--- config.mk ---
export PLATFORM = sky130hd
export DESIGN_NAME = reg_scoreboard
export DESIGN_NICKNAME = d
export VERILOG_FILES = /design/src/rtl/pipe_pkg.sv /design/src/rtl/sb_entry.sv /design/src/rtl/reg_scoreboard.sv
export SDC_FILE = /design/constraint.sdc
export NUM_CORES = 1
export LEC_CHECK = 0
export CAP_MARGIN = 20
export CORE_MARGIN = 1
export CORE_UTILIZATION = 49
export DETAILED_ROUTE_END_ITERATION = 6
export PLACE_DENSITY = 0.75
export SLEW_MARGIN = 20
export SYNTH_ARGS = -nofsm -noshare
export SYNTH_HDL_FRONTEND = slang
export SYNTH_HIERARCHICAL = 1
export SYNTH_SLANG_ARGS = --single-unit
--- constraint.sdc ---
create_clock -name clk -period 2.2 [get_ports clk]
set_input_delay 0.55 -clock clk [delete_from_list [all_inputs] [get_ports clk]]
set_output_delay 0.55 -clock clk [all_outputs]
set_load 0.01 [all_outputs]
--- src/rtl/pipe_pkg.sv ---
// Shared register-file geometry and scoreboard types.
package pipe_pkg;

  localparam int unsigned N_REGS = 8;
  localparam int unsigned ADDR_W = 3;
  localparam int unsigned CNT_W  = 2;

  typedef logic [ADDR_W-1:0] reg_addr_t;
  typedef logic [CNT_W-1:0]  cnt_t;

  localparam cnt_t CNT_MAX = cnt_t'((1 << CNT_W) - 1);

endpackage

--- src/rtl/sb_entry.sv ---
// One register's in-flight write counter with increment, retire, clear and underflow detect.
import pipe_pkg::*;

module sb_entry (
  input  logic clk,
  input  logic rst,
  input  logic inc,
  input  logic wb_hit,
  input  logic clear,
  output cnt_t cnt,
  output logic underflow
);

  cnt_t cnt_q, cnt_d;
  logic dec;

  always_comb begin
    dec       = wb_hit & (cnt_q != '0);
    underflow = wb_hit & (cnt_q == '0) & ~clear;
    cnt_d     = cnt_q;
    if (clear) begin
      cnt_d = '0;
    end else if (inc & ~dec) begin
      cnt_d = cnt_q + cnt_t'(1);
    end else if (dec & ~inc) begin
      cnt_d = cnt_q - cnt_t'(1);
    end
  end

  always_ff @(posedge clk or posedge rst) begin
    if (rst) begin
      cnt_q <= '0;
    end else begin
      cnt_q <= cnt_d;
    end
  end

  assign cnt = cnt_q;

endmodule

--- src/rtl/reg_scoreboard.sv ---
// Pending-write scoreboard gating decode issue on RAW hazards and in-flight saturation.
// Define SB_WB_BYPASS_EN to let a same-cycle writeback release the last pending write.
import pipe_pkg::*;

module reg_scoreboard (
  input  logic      clk,
  input  logic      rst,
  input  logic      issue_valid,
  input  reg_addr_t issue_rs1,
  input  logic      issue_rs1_used,
  input  reg_addr_t issue_rs2,
  input  logic      issue_rs2_used,
  input  reg_addr_t issue_rd,
  input  logic      issue_rd_write,
  input  logic      wb_valid,
  input  reg_addr_t wb_rd,
  input  logic      flush,
  output logic      stall,
  output logic      issue_fire,
  output logic      busy,
  output logic      err
);

  cnt_t [N_REGS-1:0] cnt;
  logic [N_REGS-1:0] underflow;
  logic [N_REGS-1:0] pending;
  logic              hazard, full, inc, err_q;

  for (genvar g = 0; g < N_REGS; g++) begin : gen_entry
    sb_entry u_entry (
      .clk       (clk),
      .rst       (rst),
      .inc       (inc & (issue_rd == reg_addr_t'(g))),
      .wb_hit    (wb_valid & (wb_rd == reg_addr_t'(g))),
      .clear     (flush),
      .cnt       (cnt[g]),
      .underflow (underflow[g])
    );
  end

  always_comb begin
    for (int r = 0; r < N_REGS; r++) begin
`ifdef SB_WB_BYPASS_EN
      // Write-first regfile: the retiring last write is already readable.
      pending[r] = (cnt[r] != '0) &&
                   !((cnt[r] == cnt_t'(1)) && wb_valid && (wb_rd == reg_addr_t'(r)));
`else
      pending[r] = (cnt[r] != '0);
`endif
    end
  end

  always_comb begin
    hazard = (issue_rs1_used & pending[issue_rs1]) | (issue_rs2_used & pending[issue_rs2]);
`ifdef SB_WB_BYPASS_EN
    full   = issue_rd_write & (cnt[issue_rd] == CNT_MAX) & ~(wb_valid & (wb_rd == issue_rd));
`else
    full   = issue_rd_write & (cnt[issue_rd] == CNT_MAX);
`endif
  end

  assign stall      = issue_valid & (hazard | full);
  assign issue_fire = issue_valid & ~stall;
  assign inc        = issue_fire & issue_rd_write;
  assign busy       = |cnt;

  always_ff @(posedge clk or posedge rst) begin
    if (rst) begin
      err_q <= 1'b0;
    end else if (|underflow) begin
      err_q <= 1'b1;
    end
  end

  assign err = err_q;

endmodule
Word level (Yosys, flattened, before mapping)
Cells that the tools add are included.
{"block": "classes", "n_lt_le_gt_ge": 3, "n_reduce_logical": 28, "addsub": 16, "n_mux": 30, "eq_ne": 15, "bitwise": 82}
{"operator": "$and 1x1->1", "n": 62}
{"operator": "$mux 2", "n": 25}
{"operator": "$eq 3x3->1 const B", "n": 8}
{"operator": "$reduce_bool 3->1", "n": 8}
{"operator": "$not 1->1", "n": 18}
{"operator": "$add 2x1->2 const B", "n": 8}
{"operator": "$logic_not 2->1", "n": 8}
{"operator": "$reduce_bool 2->1", "n": 8}
{"operator": "$reduce_or 16->1", "n": 1}
{"operator": "$sub 2x1->2 const B", "n": 8}
{"operator": "$eq 3x2->1 const B", "n": 4}
{"operator": "$lt 3x4->1 const B", "n": 3}
{"operator": "$reduce_or 8->1", "n": 1}
{"operator": "$bmux 1 s3", "n": 2}
{"operator": "$bmux 2 s3", "n": 1}
{"operator": "$eq 3x1->1 const B", "n": 2}
{"operator": "$logic_not 3->1", "n": 2}
{"operator": "$eq 2x2->1 const B", "n": 1}
{"operator": "$mux 1", "n": 2}
{"operator": "$or 1x1->1", "n": 2}
{"block": "word_totals", "out_inout_bits": 4, "in_bits": 20, "word_cells": 183, "regBits": 17}

Depth between registers and ports, before layout
{"block": "depth", "word_depth": 16, "depth_mapped": 9}

Cells and area by module
The synthesis kept the hierarchy.
{"module": "sb_entry", "cells_per_inst": 12, "area_per_inst_um2": 117.6, "n_inst": 8}
{"module": "reg_scoreboard", "cells_per_inst": 99, "area_per_inst_um2": 618.1, "n_inst": 1}

Least setup slack after synthesis
Ideal clock, no wire load.
{"block": "synth_timing", "kind": "input-to-output", "from": "input port issue_rs1[1]", "to": "output port issue_fire", "cell_stages": 5, "arrival_time_ns": 1.798, "required_ns": 1.650, "n_path_buf": 1, "setup_slack_ns": -0.148, "path_cell_list": "nor4b_1 -> a311oi_1 -> a32o_1 -> clkbuf_1 -> nor4b_1"}
{"block": "synth_via", "elab_chain_len": 8}
{"item": "start, declared", "line": "reg_scoreboard.sv:9", "rtl": "input reg_addr_t issue_rs1,"}
{"item": "$bmux 1 s3", "line": "reg_scoreboard.sv:54", "rtl": "hazard = (issue_rs1_used & pending[issue_rs1]) | (issue_rs2_used & pending[issue_rs2]);"}
{"item": "$mux 1 (implied by the code)", "line": "reg_scoreboard.sv:54"}
{"item": "$and 1x1->1", "line": "reg_scoreboard.sv:54"}
{"item": "$or 1x1->1", "line": "reg_scoreboard.sv:54"}
{"item": "$or 1x1->1", "line": "reg_scoreboard.sv:62", "rtl": "assign stall = issue_valid & (hazard | full);"}
{"item": "$and 1x1->1", "line": "reg_scoreboard.sv:62"}
{"item": "$not 1->1", "line": "reg_scoreboard.sv:63", "rtl": "assign issue_fire = issue_valid & ~stall;"}
{"item": "$and 1x1->1", "line": "reg_scoreboard.sv:63"}
{"item": "end, declared", "line": "reg_scoreboard.sv:19", "rtl": "output logic issue_fire,"}
Every way passes these cells. The select of a mux whose other input is x is not followed.

Worst setup path in the final report
{"block": "layout_timing", "from": "input port issue_rd[1]", "to": "output port stall"}
{"block": "layout_via", "elab_chain_len": 6}
{"item": "start, declared", "line": "reg_scoreboard.sv:13", "rtl": "input reg_addr_t issue_rd,"}
{"item": "$bmux 2 s3", "line": "reg_scoreboard.sv:58", "rtl": "full = issue_rd_write & (cnt[issue_rd] == CNT_MAX);"}
{"item": "$mux 2 (implied by the code)", "line": "reg_scoreboard.sv:58"}
{"item": "$eq 2x2->1", "line": "reg_scoreboard.sv:58"}
{"item": "$and 1x1->1", "line": "reg_scoreboard.sv:58"}
{"item": "$or 1x1->1", "line": "reg_scoreboard.sv:62"}
{"item": "$and 1x1->1", "line": "reg_scoreboard.sv:62"}
{"item": "end, declared", "line": "reg_scoreboard.sv:18", "rtl": "output logic stall,"}
Every way passes these cells. The select of a mux whose other input is x is not followed.

==> results by group <==
Status
  • Status: finished, violations left
  • Failing checks: negative setup slack

Placed design
  • Cell area after placement: 2231 sq um
  • I/O Buffers: 23
  • Gpl congestion: 0.9372
  • Placed insts: 302
  • HPWL Detailed: 3684 um

Logic synthesis
  • Register area share after synthesis: 27.29%
  • Simple logic cell fraction of the synthesized area: 33.87%
  • Synth Flop Type: dfrtp_1
  • Multiplexer area fraction after synthesis: 3.130%
  • Syn Inst Count: 195
  • Netlist cell types: 31
  • Post-synth EDFFs: 0
  • Xor and xnor area share after synthesis: 8.989%
  • Synthesized area: 1559 sq um
  • Cell accounting for the most synthesized area: dfrtp_1
  • Warnings, synthesis: 6
  • Syn nets: 223
  • Top cell type's share of synthesized area: 27.29%
  • Synth area leaders: dfrtp_1 27%, xor2_1 9.0%, ha_1 6.4%, nor4b_1 6.2%, nor3_1 5.5%
  • Post-synthesis register bit count: 17
  • Adder-cell share of the synthesized area: 6.421%
  • Largest family of logic cells by synthesized area: simple AND/OR/NAND/NOR gates
  • Synth async-reset ratio: 100.0%
  • Avg Inst Size Synth: 7.995 sq um
  • Compound-Gate Fraction of Synth Area: 16.45%

Die
  • Initial Utilization: 51.49%
  • Die footprint: 3411 sq um
  • Die height: 58.41 um
  • Die width: 58.41 um
  • Core footprint: 3028 sq um
  • Std-Cell Rows: 20
  • I/O pin cnt: 24

Cells and area
  • Final Instance Count excl. Fillers: 307
  • Most frequent cells in the layout: 43 x buf_4, 20 x nor2_1, 17 x dfrtp_1
  • Share of layout cells above drive strength 1: 28.52%
  • Antenna cells: 0
  • Reg area: 425.4 sq um
  • Fillers: 228
  • Post-route cell area: 2303 sq um
  • Nets: 292
  • Multi-input gate area: 1189 sq um
  • Synth-to-Final Area Change: 47.75%
  • Most common cell after layout, fill and taps aside: buf_4

GRT
  • First-pass GRT wire length: 7334 um
  • GR Overflow Total: 0
  • Antenna violations before repair: 0
  • Total global-route track usage: 28.67%
  • Pin count of the biggest net entering global routing: 11
  • Number of global-route vias before repair: 1694

Worst hold path
  • Worst Hold Class: reg2reg
  • Min-delay src: err

Worst setup path
  • Slowest CP cell: mux4_2
  • Worst setup EP type: output pin
  • Buf+Inv Stages, Crit Path: 3
  • Worst R2R Setup Slack: -0.23 ns
  • Reg-to-reg startpoint: gen_entry[2].u_entry/cnt[0]
  • CP Launch Type: input pin
  • Crit path from: issue_rd[1]
  • Kind of cell with the highest combined delay on the critical path: buffers and inverters
  • Worst endpoint required time: 1.65 ns
  • Slowest cell delay on critical path: 0.39 ns
  • Critical path type: in2out
  • CP Data Arrival Time: 2.05 ns
  • CP max FO: 6
  • CP cell instances: dlygate4sd2_1 -> mux4_2 -> a2111oi_4 -> buf_4 -> o31a_1 -> buf_2

Power
  • Flop pwr share: 44.1%
  • Overall Power: 0.7371 mW
  • P_leak: 1.047 nW
  • Internal power: 0.5056 mW
  • Logic pwr share: 32.7%
  • Switching Share: 31.41%
  • Power Dens Cells: 320.0 nW/um^2
  • Clock network power share: 23.2%
  • Sw Pwr: 0.2315 mW
  • Worst VDD drop: 0.2579 mV

Timing
  • Fin crit period: 2.599 ns
  • Max Freq: 384.7 MHz
  • RSZ-0062 raised after global routing: true
  • Final Worst Setup Slack: -0.3992 ns
  • Final setup fails: 18
  • Period utilization: 118.1%
  • Hold Vio Cnt, Final: 0
  • Max-slew violations: 0
  • Clock Skews: 0.007605 ns
  • Hold Slack: 0.5460 ns
  • Setup TNS: -3.755 ns
  • Slew @ Worst Pin: 0.4258 ns
  • Worst slew margin: 71.53%

Detailed routing
  • Wire per inst: 15.27 um
  • # DRC: 0
  • DR iter-0 viols: 103
  • Detailed Routing Iterations Pass 1: 5
  • Drt via density: 5.834
  • Vias post-DR: 1791
  • Post-route ant nets: 0
  • Final WL: 4687 um

CTS
  • Htree depth: 1
  • CTS Sinks: 17
  • CTS root buf: clkbuf_4
  • Reg clk slew, reported paths: 0.10 ns
  • Hold-fix buffers, CTS: 0
  • CTS tree: done
  • Cts bufs inserted: 3
  • Clock buffer depth: 2
  • Clk_lat worst skew: 0.29 ns

Run
  • Max cap viols: 0
==> synthesized netlist by cell type (all sizes together), types with 2 or more instances <==
cell and number:
a21oi 8, a31oi 2, nand2b 4, nor4 4, o21bai 3, o21ai 17
nor3 17, nor3b 5, xor2 16, nor2 20, ha 8, mux4 2
nand3 11, o2111a 2, a311oi 2, dfrtp 17, nand2 14, nor4b 11
clkbuf 2, a32o 2, or3 8, inv 13
==> state kept, by name, indices dropped and copies added, names as in the netlist <==
register / flops
gen_entry.u_entry/cnt: 16
err: 1
==> per-layer routing <==
metal  wire length (um)  GRT usage, %  vias to the layer above
li1                   -             -                      853
met1               1885         35.36                      841
met2               2317         48.77                       82
met3                330         3.956                       15
met4                153         14.97                        0
met5                  0             0                        -
==> what timing repair did <==
item                                    in CTS  in global routing
resized for setup                           30                 13
endpoints found under the setup margin      19                 19
setup buffers                                2                  0
pin swaps                                    5                  6
==> final cells by class <==
| type | instances | share of cell area (%) |
|---|---|---|
| tap | 44 | 2.390 |
| sequential | 17 | 18.47 |
| clock buffer | 4 | 1.141 |
| timing repair buffer | 67 | 23.57 |
| inverter | 13 | 2.825 |
| multi-input combinational | 162 | 51.60 |
==> path summary, 6_finish.rpt <==
kind	endpoint	depth (start not counted)
worst min register to register	err	2
min in group asynchronous	err	2
worst max-delay path	stall	6
worst min-delay path	err	2
worst max register to register	gen_entry[4].u_entry/cnt[1]	9
max in group asynchronous	gen_entry[2].u_entry/cnt[0]	2
==> through the flow <==
step	util, %	setup WS [ns]
final	76.07	-0.3992
after global routing	76.07	-0.4634
after floorplan	-	-0.04523
after CTS	76.03	-0.5067
after global placement	73.68	-1.069
after detailed placement	73.68	-1.161
==> worst reg2reg max path, delay by kind of cell, from the launching register on <==
| family | cells | cell delay [ns] |
|---|---|---|
| flip-flops | 1 | 0.40 |
| AND/OR/NAND/NOR | 3 | 0.79 |
| adder cells (fa/ha/maj) | 1 | 0.29 |
| buffers and inverters | 2 | 0.37 |
| AO/OA/AOI/OAI | 3 | 0.52 |
==> power by group through the flow <==
stage	logic (mW)	registers [mW]	clock network, mW
after global routing	0.261	0.326	0.188
after detailed placement	0.237	0.331	0
after floorplan	0.108	0.335	0
after CTS	0.241	0.325	0.172
final	0.241	0.325	0.171
after global placement	0.227	0.331	0
==> cell families (layout without fill, tap and decap cells) <==
group	after synthesis	after routing
XOR/XNOR	16	16
adder cells (fa/ha/maj)	8	8
AO/OA/AOI/OAI	38	38
multiplexers	2	2
AND/OR/NAND/NOR	98	98
flip-flops	17	17
buffers and inverters	16	84
Power figures use the tool's default switching activity.
